File: config.mk
export PLATFORM = sky130hd
export DESIGN_NAME = ram_arbiter_flat
export DESIGN_NICKNAME = d
export VERILOG_FILES = /design/src/rtl/apple1_pkg.sv /design/src/rtl/ram_arbiter_if.sv /design/src/rtl/clken_phase.sv /design/src/rtl/ram_arbiter.sv /design/src/flat_wrapper.sv
export SDC_FILE = /design/constraint.sdc
export NUM_CORES = 1
export LEC_CHECK = 0
export ABC_AREA = 1
export CORE_ASPECT_RATIO = 0.8
export CORE_MARGIN = 4
export CORE_UTILIZATION = 36
export DETAILED_ROUTE_END_ITERATION = 12
export GPL_ROUTABILITY_DRIVEN = 0
export GPL_TIMING_DRIVEN = 0
export HOLD_SLACK_MARGIN = 0.06
export PLACE_DENSITY_LB_ADDON = 0.12
export REMOVE_ABC_BUFFERS = 1
export SLEW_MARGIN = 20
export SYNTH_ARGS = -nofsm -noshare
export SYNTH_HDL_FRONTEND = slang
export SYNTH_SLANG_ARGS = --single-unit
File: constraint.sdc
create_clock -name clk25 -period 2.7 [get_ports clk25]
set_input_delay 0.27 -clock clk25 [delete_from_list [all_inputs] [get_ports clk25]]
set_output_delay 0.27 -clock clk25 [all_outputs]
set_load 0.01 [all_outputs]
File: src/rtl/apple1_pkg.sv
// rtl/apple1_pkg.sv - shared Apple-1 constants and RAM arbiter state encoding
package apple1_pkg;

    localparam int CPU_CLK_DIV = 25;
    localparam int RAM_AW      = 13;

    typedef enum logic {
        ARB_IDLE    = 1'b0,
        ARB_RD_WAIT = 1'b1
    } arb_state_e;

endpackage

File: src/rtl/ram_arbiter_if.sv
// rtl/ram_arbiter_if.sv - DMA requester req/ack/rvalid handshake bundle
interface ram_arbiter_if
    import apple1_pkg::*;
#(
    parameter int AW = RAM_AW
);
    logic          req;
    logic          we;
    logic [AW-1:0] addr;
    logic [7:0]    din;
    logic          ack;
    logic          rvalid;
    logic [7:0]    rdata;

    // Requester side: issues accesses, receives ack and read data.
    modport master (
        output req, we, addr, din,
        input  ack, rvalid, rdata
    );

    // Arbiter side.
    modport slave (
        input  req, we, addr, din,
        output ack, rvalid, rdata
    );
endinterface

File: src/rtl/clken_phase.sv
// rtl/clken_phase.sv - phase tracker for the CPU clock-enable cadence and CPU ownership window
module clken_phase #(
    parameter int PERIOD = 25,
    parameter int GUARD  = 2
) (
    input  logic clk25,
    input  logic rst_n,
    input  logic cpu_clken,
    output logic cpu_owns
);
    localparam int PW = $clog2(PERIOD);
    localparam logic [PW-1:0] PHASE_MAX  = PW'(PERIOD - 1);
    localparam logic [PW-1:0] OWN_START  = PW'(PERIOD - 1 - GUARD);

    logic [PW-1:0] phase;

    // Phase restarts on every enable (early ones included) and saturates at the enable slot.
    always_ff @(posedge clk25) begin
        if (!rst_n) begin
            phase <= PHASE_MAX;
        end else if (cpu_clken) begin
            phase <= '0;
        end else if (phase != PHASE_MAX) begin
            phase <= phase + 1'b1;
        end
    end

    // The guard slots plus the enable slot belong to the CPU.
    always_comb begin
        cpu_owns = (phase >= OWN_START);
    end
endmodule

File: src/rtl/ram_arbiter.sv
// rtl/ram_arbiter.sv - shares the system RAM port between the 6502 and one DMA requester
module ram_arbiter
    import apple1_pkg::*;
#(
    parameter int PERIOD = CPU_CLK_DIV,
    parameter int GUARD  = 2,
    parameter int AW     = RAM_AW
) (
    input  logic          clk25,
    input  logic          rst_n,
    input  logic          cpu_clken,
    input  logic [AW-1:0] cpu_addr,
    input  logic          cpu_cs,
    input  logic          cpu_we,
    input  logic [7:0]    cpu_din,
    ram_arbiter_if.slave  dma,
    output logic [AW-1:0] ram_addr,
    output logic          ram_we,
    output logic [7:0]    ram_din,
    input  logic [7:0]    ram_dout,
    output logic          cpu_owns
);
    arb_state_e state_q;
    arb_state_e state_d;
    logic [7:0] rdata_q;
    logic       grant;

    clken_phase #(
        .PERIOD (PERIOD),
        .GUARD  (GUARD)
    ) u_phase (
        .clk25     (clk25),
        .rst_n     (rst_n),
        .cpu_clken (cpu_clken),
        .cpu_owns  (cpu_owns)
    );

    // State register and held read data.
    always_ff @(posedge clk25) begin
        if (!rst_n) begin
            state_q <= ARB_IDLE;
            rdata_q <= 8'h00;
        end else begin
            state_q <= state_d;
            if (state_q == ARB_RD_WAIT) begin
                rdata_q <= ram_dout;
            end
        end
    end

    // Grant decision, RAM port mux and handshake outputs; reset masks any pending completion.
    always_comb begin
        state_d    = state_q;
        grant      = 1'b0;
        dma.ack    = 1'b0;
        dma.rvalid = 1'b0;
        dma.rdata  = rdata_q;
        ram_addr   = cpu_addr;
        ram_din    = cpu_din;
        ram_we     = cpu_owns & cpu_we & cpu_cs;

        unique case (state_q)
            ARB_IDLE: begin
                grant = rst_n & dma.req & ~cpu_owns;
                if (grant) begin
                    ram_addr = dma.addr;
                    ram_din  = dma.din;
                    ram_we   = dma.we;
                    dma.ack  = 1'b1;
                    if (!dma.we) begin
                        state_d = ARB_RD_WAIT;
                    end
                end
            end
            ARB_RD_WAIT: begin
                // Port is free for the CPU mux here; the RAM returns the previous cycle's read.
                state_d = ARB_IDLE;
                if (rst_n) begin
                    dma.rvalid = 1'b1;
                    dma.rdata  = ram_dout;
                end
            end
        endcase
    end
endmodule

File: src/flat_wrapper.sv
// flat-port wrapper written by rule: the top's interface ports become plain ports
module ram_arbiter_flat import apple1_pkg::*;
#(
    parameter int PERIOD = CPU_CLK_DIV,
    parameter int GUARD  = 2,
    parameter int AW     = RAM_AW
)
  (clk25, rst_n, cpu_clken, cpu_addr, cpu_cs, cpu_we, cpu_din, ram_addr, ram_we, ram_din, ram_dout, cpu_owns, dma_req, dma_we, dma_addr, dma_din, dma_ack, dma_rvalid, dma_rdata);
  ram_arbiter_if #(.AW(AW)) dma_i ();
  input  logic clk25;
  input  logic rst_n;
  input  logic cpu_clken;
  input  logic [AW-1:0] cpu_addr;
  input  logic cpu_cs;
  input  logic cpu_we;
  input  logic [7:0] cpu_din;
  output logic [AW-1:0] ram_addr;
  output logic ram_we;
  output logic [7:0] ram_din;
  input  logic [7:0] ram_dout;
  output logic cpu_owns;
  input wire logic [$bits(dma_i.req)-1:0] dma_req;
  input wire logic [$bits(dma_i.we)-1:0] dma_we;
  input wire logic [$bits(dma_i.addr)-1:0] dma_addr;
  input wire logic [$bits(dma_i.din)-1:0] dma_din;
  output wire logic [$bits(dma_i.ack)-1:0] dma_ack;
  output wire logic [$bits(dma_i.rvalid)-1:0] dma_rvalid;
  output wire logic [$bits(dma_i.rdata)-1:0] dma_rdata;
  assign dma_i.req = dma_req;
  assign dma_i.we = dma_we;
  assign dma_i.addr = dma_addr;
  assign dma_i.din = dma_din;
  assign dma_ack = dma_i.ack;
  assign dma_rvalid = dma_i.rvalid;
  assign dma_rdata = dma_i.rdata;
  ram_arbiter #(.PERIOD(PERIOD), .GUARD(GUARD), .AW(AW)) u_core (.clk25(clk25), .rst_n(rst_n), .cpu_clken(cpu_clken), .cpu_addr(cpu_addr), .cpu_cs(cpu_cs), .cpu_we(cpu_we), .cpu_din(cpu_din), .dma(dma_i), .ram_addr(ram_addr), .ram_we(ram_we), .ram_din(ram_din), .ram_dout(ram_dout), .cpu_owns(cpu_owns));
endmodule
==> results of run 1 <==
==> path summary, 6_finish.rpt <==
check	startpoint	end	cells after the start
min	u_core.rdata_q[5]	u_core.rdata_q[5]	2
max	u_core.u_phase.phase[0]	ram_addr[6]	9
max reg2reg	u_core.u_phase.phase[0]	u_core.state_q	7
min reg2reg	u_core.rdata_q[5]	u_core.rdata_q[5]	2
==> cell usage in the layout, fill, tap and decap left out <==
| master | count |
|---|---|
| clkdlybuf4s50_1 | 88 |
| nand2_1 | 41 |
| nand3_1 | 29 |
| o21ai_0 | 21 |
| inv_1 | 20 |
| nand2_2 | 19 |
| dfxtp_1 | 14 |
| nor2_1 | 5 |
| clkbuf_8 | 4 |
| ha_1 | 3 |
| nand2_4 | 2 |
| nand4_1 | 2 |
| nor2_2 | 2 |
| nor3_1 | 2 |
| nand3_2 | 1 |
| inv_2 | 1 |
| nor2_8 | 1 |
| nand2_8 | 1 |
| nor3_2 | 1 |
| dlymetal6s2s_1 | 1 |
==> flip-flops by register name, indices dropped and copies added (netlist names) <==
name,flops
u_core.state_q,1
u_core.u_phase.phase,5
u_core.rdata_q,8
==> cells in the mapped netlist (all sizes together) <==
cell type,number
clkbuf,2
dfxtp,14
inv,21
nand3,30
nor2,8
nand4,2
buf,7
nand2,63
o21ai,21
ha,3
nor3,3
==> power by group through the flow <==
stage / Combinational, uW / Clock (uW) / Sequential [uW]
after floorplan: 104 / 0 / 224
after global placement: 270 / 0 / 225
after detailed placement: 274 / 0 / 225
after CTS: 275 / 213 / 221
after global routing: 296 / 217 / 222
final: 272 / 202 / 221
==> area by class of cell <==
type / instances / area (um2)
flip-flops and latches: 14 / 280
clock buffers: 4 / 55.1
multi-input cells: 130 / 697
well taps: 38 / 47.5
inverters: 21 / 78.8
repair buffers: 89 / 893
fillers: 265 / 841
==> per-stage QoR <==
| step | std cells | total power, uW |
|---|---|---|
| floorplan | 165 | 328 |
| global placement | 292 | 495 |
| detailed placement | 292 | 499 |
| CTS | 296 | 708 |
| global route | 296 | 735 |
| finish | 296 | 695 |
==> critical path, stage by stage (launching register included) <==
cell and delay (ns):
dfxtp_1 0.36, inv_1 0.10, ha_1 0.20, nand2_1 0.07, nand3_2 0.10, nand2_4 0.25, nand2_8 0.21, nand2_2 0.09
nand2_1 0.05, clkdlybuf4s50_1 0.49
==> routing by layer <==
layer / vias up / track usage / part of all wire
li1: 721 / - / -
met1: 580 / 0.211 / 0.43
met2: 46 / 0.305 / 0.48
met3: 4 / 0.0512 / 0.076
met4: 0 / 0.0349 / 0.012
met5: - / 0 / 0
==> what timing repair did <==
item | in CTS | in global routing
resized for setup | 0 | 2
endpoints found under the setup margin | 0 | 19
buffers inserted | 0 | 0
==> cells by family (layout without fill, tap and decap cells) <==
logic type,Yosys count,in the layout,synth area share
compound gates,21,21,0.0920
fa+ha+maj,3,3,0.0329
flops,14,14,0.245
buf+inv,30,114,0.147
simple gates,106,106,0.483
==> results by group, run 1 <==
Timing
  – Slew headroom: 0.664
  – Max-slew violations: 0
  – Endpoints failing setup: 0
  – Clk_skew: about 0.002 ns
  – WHS: 0.482 ns
  – Final min period: 2.46 ns
  – Fin. Hold Viols: 0
  – Unrepaired setup endpoints after global routing: no
  – Max Freq: 0.407 GHz
  – Least-Margin Pin Slew: 0.503 ns
  – TNS Setup: 0 ns
  – Setup ws final: 0.243 ns
  – Final worst-path cycle share: 0.910

Pwr
  – Internal power: 503 uW
  – Sw Share: 0.276
  – Cell Pwr Density: about 340 nW/um2
  – Logic gate share of total power: 0.391
  – VDD IR max: 377 uV
  – Switching power: 192 uW
  – Clock power frac: 0.291
  – P_leak: 0.000914 uW
  – Flop pwr share: 0.318

Critical path
  – Startpoint types: flip-flop
  – Crit end category: output pin
  – Worst Path Class, Setup: flip-flop to output pin
  – CP max FO: 24
  – WP data arrival: approximately 2.2 ns
  – Worst reg2reg setup slack: 1.20 ns
  – Worst Path Required: 2.43 ns

Finish
  – Share of layout cells above drive strength 1: 0.124
  – Final Util: 0.709
  – Final nets: 319
  – Layout area overhead: 79.6%
  – Diode count: 0
  – Final design instance area without fill: just over 2000 um2

Global routing
  – Total GRT Usage: 0.173
  – GRT overflow: 0
  – Largest net degree at the start of global routing: 25
  – First-pass GRT wire length: 5.81 mm
  – Number of global-route vias before repair: 1255
  – Initial antenna violation count: 0

Logic synthesis
  – Register area share after synthesis: 0.245
  – Mapped Area: 1140 um2
  – Largest cells by area after synthesis: dfxtp_1 (25%), nand2_1 (14%), nand3_1 (13%)
  – #FFs+latches synth: 14
  – Synth top area share: 0.245
  – Syn_area_per_cell: 6.57 um2
  – Post-synth top area cell: dfxtp_1
  – Syn Inst Count: 174
  – Warnings from Yosys: 0
  – Post-synth cell types: 21

Floorplan
  – IO Count: 90
  – Initial core utilization: 0.395
  – Floorplan core area: ~2900 um2
  – Die ar.: 4140 um2
  – Std-Cell Rows: 17
  – Die Ht: 58.4 um
  – Die width: around 71 um

Route
  – Vias: roughly 1.4k
  – DR DRC count: 0
  – Final ANT Viol Nets: 0
  – Via density: around 4.6
  – Drt wl/cell: 12.3 um
  – Drt pass-1 iters: 4
  – Overall routed net length: 3.65 mm
  – Initial DRC count: 33

Clock tree
  – CTS Buffer Depth: 2
  – Clock latency on the worst-skew pair: about 0.24 ns
  – Clk root buf: clkbuf_8
  – Clock sink total: 14
  – Reg clk slew, reported paths: around 0.060 ns
  – Hold buffers post-CTS: 0
  – H-tree levels: 1
  – CTS tree: built
  – Num CTS Buffers: 3

Outcome
  – Outcome: completed

Placed design
  – PortBufs: 89
  – DP Area: 1990 um2
  – Hpwl dp: 3.03 mm
  – Dpl ws: 0.0201 ns

Run
  – Max-cap violation count: 0

Min path
  – Min-Delay Path Class: flip-flop to flip-flop
(Power assumes the default switching activity.)
==> run 2: changes to the inputs <==
--- a/config.mk
+++ b/config.mk
@@ -6,6 +6,7 @@
 export NUM_CORES = 1
 export LEC_CHECK = 0
 export ABC_AREA = 1
+export CAP_MARGIN = 20
 export CORE_ASPECT_RATIO = 0.8
 export CORE_MARGIN = 4
 export CORE_UTILIZATION = 36
==> constraint.sdc (replaced) <==
create_clock -name clk25 -period 3.1 [get_ports clk25]
set_input_delay 0.31 -clock clk25 [delete_from_list [all_inputs] [get_ports clk25]]
set_output_delay 0.31 -clock clk25 [all_outputs]
set_load 0.01 [all_outputs]
==> run 2 against run 1 <==
  * Sequential power is 13% lower
  * Critical path depth is 3 lower
  * Clock skew is essentially flat
  * Worst hold slack better by 0.00067 ns
  * Die area is the same
  * Cell count unchanged
  * First-iteration DRC count grew 15%
  * Cell area down 0.24%
  * Core utilization decreased by 0.17 points
  * Worst setup slack better by 0.12 ns
  * Non-clock buffer count is the same
  * Sequential cell count is the same
  * Critical path type is now input pin to output pin
  * Critical endpoint is now dma_rdata[6]
==> results by group, run 2 (synthesized netlist as in run 1, its figures left out) <==
Outcome
  – Outcome: completed (unchanged)

Floorplan
  – Die Ht: 58.4 um (unchanged)
  – Die ar.: 4140 um2 (unchanged)
  – Std-Cell Rows: 17 (unchanged)
  – Initial core utilization: 0.395 (unchanged)
  – Die width: 71.0 um (unchanged)
  – IO Count: 90 (unchanged)
  – Floorplan core area: 2890 um2 (unchanged)

Timing
  – Clk_skew: 0.00222 ns (was 0.00199 ns)
  – TNS Setup: 0 ns (unchanged)
  – Unrepaired setup endpoints after global routing: no (unchanged)
  – Fin. Hold Viols: 0 (unchanged)
  – Max Freq: 0.365 GHz
  – Endpoints failing setup: 0 (unchanged)
  – Final worst-path cycle share: 0.883
  – Least-Margin Pin Slew: 0.526 ns (was 0.503 ns)
  – Max-slew violations: 0 (unchanged)
  – Slew headroom: 0.648 (was 0.664)
  – Final min period: roughly 2.7 ns

Pwr
  – Clock power frac: 0.291 (about the same)
  – Sw Share: 0.276 (about the same)
  – Internal power: 438 uW (was 503 uW)
  – Switching power: 167 uW (was 192 uW)
  – P_leak: 0.000904 uW (was 0.000914 uW)
  – Cell Pwr Density: 296 nW/um2 (was 339 nW/um2)
  – Flop pwr share: 0.318 (about the same)
  – VDD IR max: 328 uV (was 377 uV)
  – Logic gate share of total power: 0.391 (about the same)

Critical path
  – WP data arrival: 2.43 ns (was 2.19 ns)
  – Slowest-stage cell, CP: clkdlybuf4s50_1 (unchanged)
  – Crit path depth: 6 (was 9)
  – Setup crit end: dma_rdata[6] (was ram_addr[6])
  – CP max stage delay: 0.75 ns (was 0.49 ns)
  – Worst Path Class, Setup: input pin to output pin (was flip-flop to output pin)
  – Crit path cell chain: clkdlybuf4s50_1 -> nand2_1 -> inv_1 -> nand2_1 -> o21ai_0 -> clkdlybuf4s50_1 (was inv_1 -> ha_1 -> nand2_1 -> nand3_2 -> nand2_4 -> nand2_8 -> nand2_2 -> nand2_1 -> clkdlybuf4s50_1)
  – Worst flop-to-flop path startpoint: u_core.u_phase.phase[0] (unchanged)
  – Startpoint types: input pin (was flip-flop)
  – CP max FO: 22 (was 24)
  – Top delay family on crit path: buffers and inverters (was simple AND/OR/NAND/NOR gates)
  – Worst r2r dst: u_core.state_q (unchanged)
  – Crit path launch: rst_n (was u_core.u_phase.phase[0])
  – Worst Reg2Reg Path Length in Cells: 7 (unchanged)
  – Worst reg2reg setup slack: 1.60 ns (was 1.20 ns)
  – Buffers plus inverters on the worst setup path: 3 (was 2)
  – Crit end category: output pin (unchanged)
  – Worst Path Required: 2.79 ns (was 2.43 ns)

Global routing
  – GRT overflow: 0 (unchanged)
  – Total GRT Usage: 0.173 (unchanged)
  – Number of global-route vias before repair: 1255 (unchanged)
  – Largest net degree at the start of global routing: 25 (unchanged)
  – Initial antenna violation count: 0 (unchanged)
  – First-pass GRT wire length: 5.81 mm (unchanged)

Finish
  – Final nets: 319 (unchanged)
  – Diode count: 0 (unchanged)
  – Commonest non-fill, non-tap cell in the layout: clkdlybuf4s50_1 (unchanged)
  – Most flop-heavy register: u_core.rdata_q (unchanged)
  – Final Util: 0.708 (was 0.709)
  – Largest regs: u_core.rdata_q (8), u_core.u_phase.phase (5), u_core.state_q (1) (unchanged)
  – Layout area overhead: 79.2% (was 79.6%)
  – Most frequent cells in the layout: clkdlybuf4s50_1 (89), nand2_1 (42), nand3_1 (29), o21ai_0 (21), inv_1 (20) (was clkdlybuf4s50_1 (88), nand2_1 (41), nand3_1 (29), o21ai_0 (21), inv_1 (20))
  – Max reg flops: 8 (unchanged)
  – Share of layout cells above drive strength 1: 0.120 (was 0.124)

Route
  – Drt wl/cell: 12.3 um (about the same)
  – Vias: 1353 (was 1351)
  – Drt pass-1 iters: 4 (unchanged)
  – Via density: 4.57 (was 4.56)
  – Overall routed net length: 3.64 mm (was 3.65 mm)
  – Initial DRC count: 38 (was 33)
  – DR DRC count: 0 (unchanged)
  – Final ANT Viol Nets: 0 (unchanged)

Clock tree
  – Num CTS Buffers: 3 (unchanged)
  – Hold buffers post-CTS: 0 (unchanged)
  – Clock sink total: 14 (unchanged)
  – H-tree levels: 1 (unchanged)
  – Clock latency on the worst-skew pair: 0.24 ns (about the same)
  – Post-CTS Setup Bufs: 0 (unchanged)
  – CTS Buffer Depth: 2 (unchanged)
  – Clk root buf: clkbuf_8 (unchanged)
  – CTS tree: built (unchanged)
  – Reg clk slew, reported paths: 0.06 ns (about the same)
  – # resized after CTS: 0 (unchanged)

Run
  – Max-cap violation count: 0 (unchanged)

Placed design
  – Hpwl dp: 3.03 mm (unchanged)
  – PortBufs: 89 (unchanged)

Min path
  – Min-Delay Path Class: flip-flop to flip-flop (unchanged)
==> run 2: changes by cell type in the layout (fill, tap and decap cells not counted), sizes merged <==
cell           previous run  this run
clkdlybuf4s50            88        89
dlymetal6s2s              1         0
==> run 2: power groups by stage <==
stage | clock (uW) | sequential [uW] | combinational (uW)
detailed placement | 0 | 196 | 239
finish | 176 | 192 | 237
global route | 189 | 193 | 258
global placement | 0 | 196 | 235
floorplan | 0 | 195 | 90.4
CTS | 185 | 192 | 239
==> run 2: stage by stage <==
step                      power (uW)  cell area [um2]  cells  worst slack (ns)  hold slack, ns
after global placement           431             1990    292             0.362           0.456
after floorplan                  286             1050    165              1.48           0.377
after CTS                        617             2050    296             0.344           0.489
after global routing             640             2050    296             0.175           0.515
after detailed placement         435             1990    292             0.340           0.475
final                            605             2050    296             0.363           0.482
==> run 2: area by class of cell <==
class	instances	area, um2
multi-input combinational	130	694
timing repair buffer	89	891
sequential	14	280
fill	266	846
inverter	21	78.8
tap	38	47.5
clock buffer	4	55.1
==> run 2: worst min path at each step <==
stage / from / cells after the start / endpoint / slack (ns)
floorplan: dma_we / 1 / u_core.state_q / 0.38
global placement: u_core.rdata_q[6] / 2 / u_core.rdata_q[6] / 0.46
detailed placement: u_core.rdata_q[5] / 2 / u_core.rdata_q[5] / 0.48
CTS: u_core.rdata_q[5] / 2 / u_core.rdata_q[5] / 0.49
global route: u_core.rdata_q[6] / 2 / u_core.rdata_q[6] / 0.52
finish: u_core.rdata_q[5] / 2 / u_core.rdata_q[5] / 0.48
==> run 2: worst reg2reg max path: cells and delay by family (launching register included) <==
family / cells / cell delay [ns]
and+or+nand+nor: 5 / 0.77
DFF: 1 / 0.36
adders and majority gates: 1 / 0.20
buffers and inverters: 1 / 0.10
==> run 2: routing by layer <==
| metal | part of all wire | up-vias | global-route usage |
|---|---|---|---|
| met3 | 0.068 | 4 | 0.0512 |
| met1 | 0.44 | 579 | 0.211 |
| li1 | - | 721 | - |
| met2 | 0.48 | 49 | 0.305 |
| met5 | 0 | - | 0 |
| met4 | 0.012 | 0 | 0.0349 |
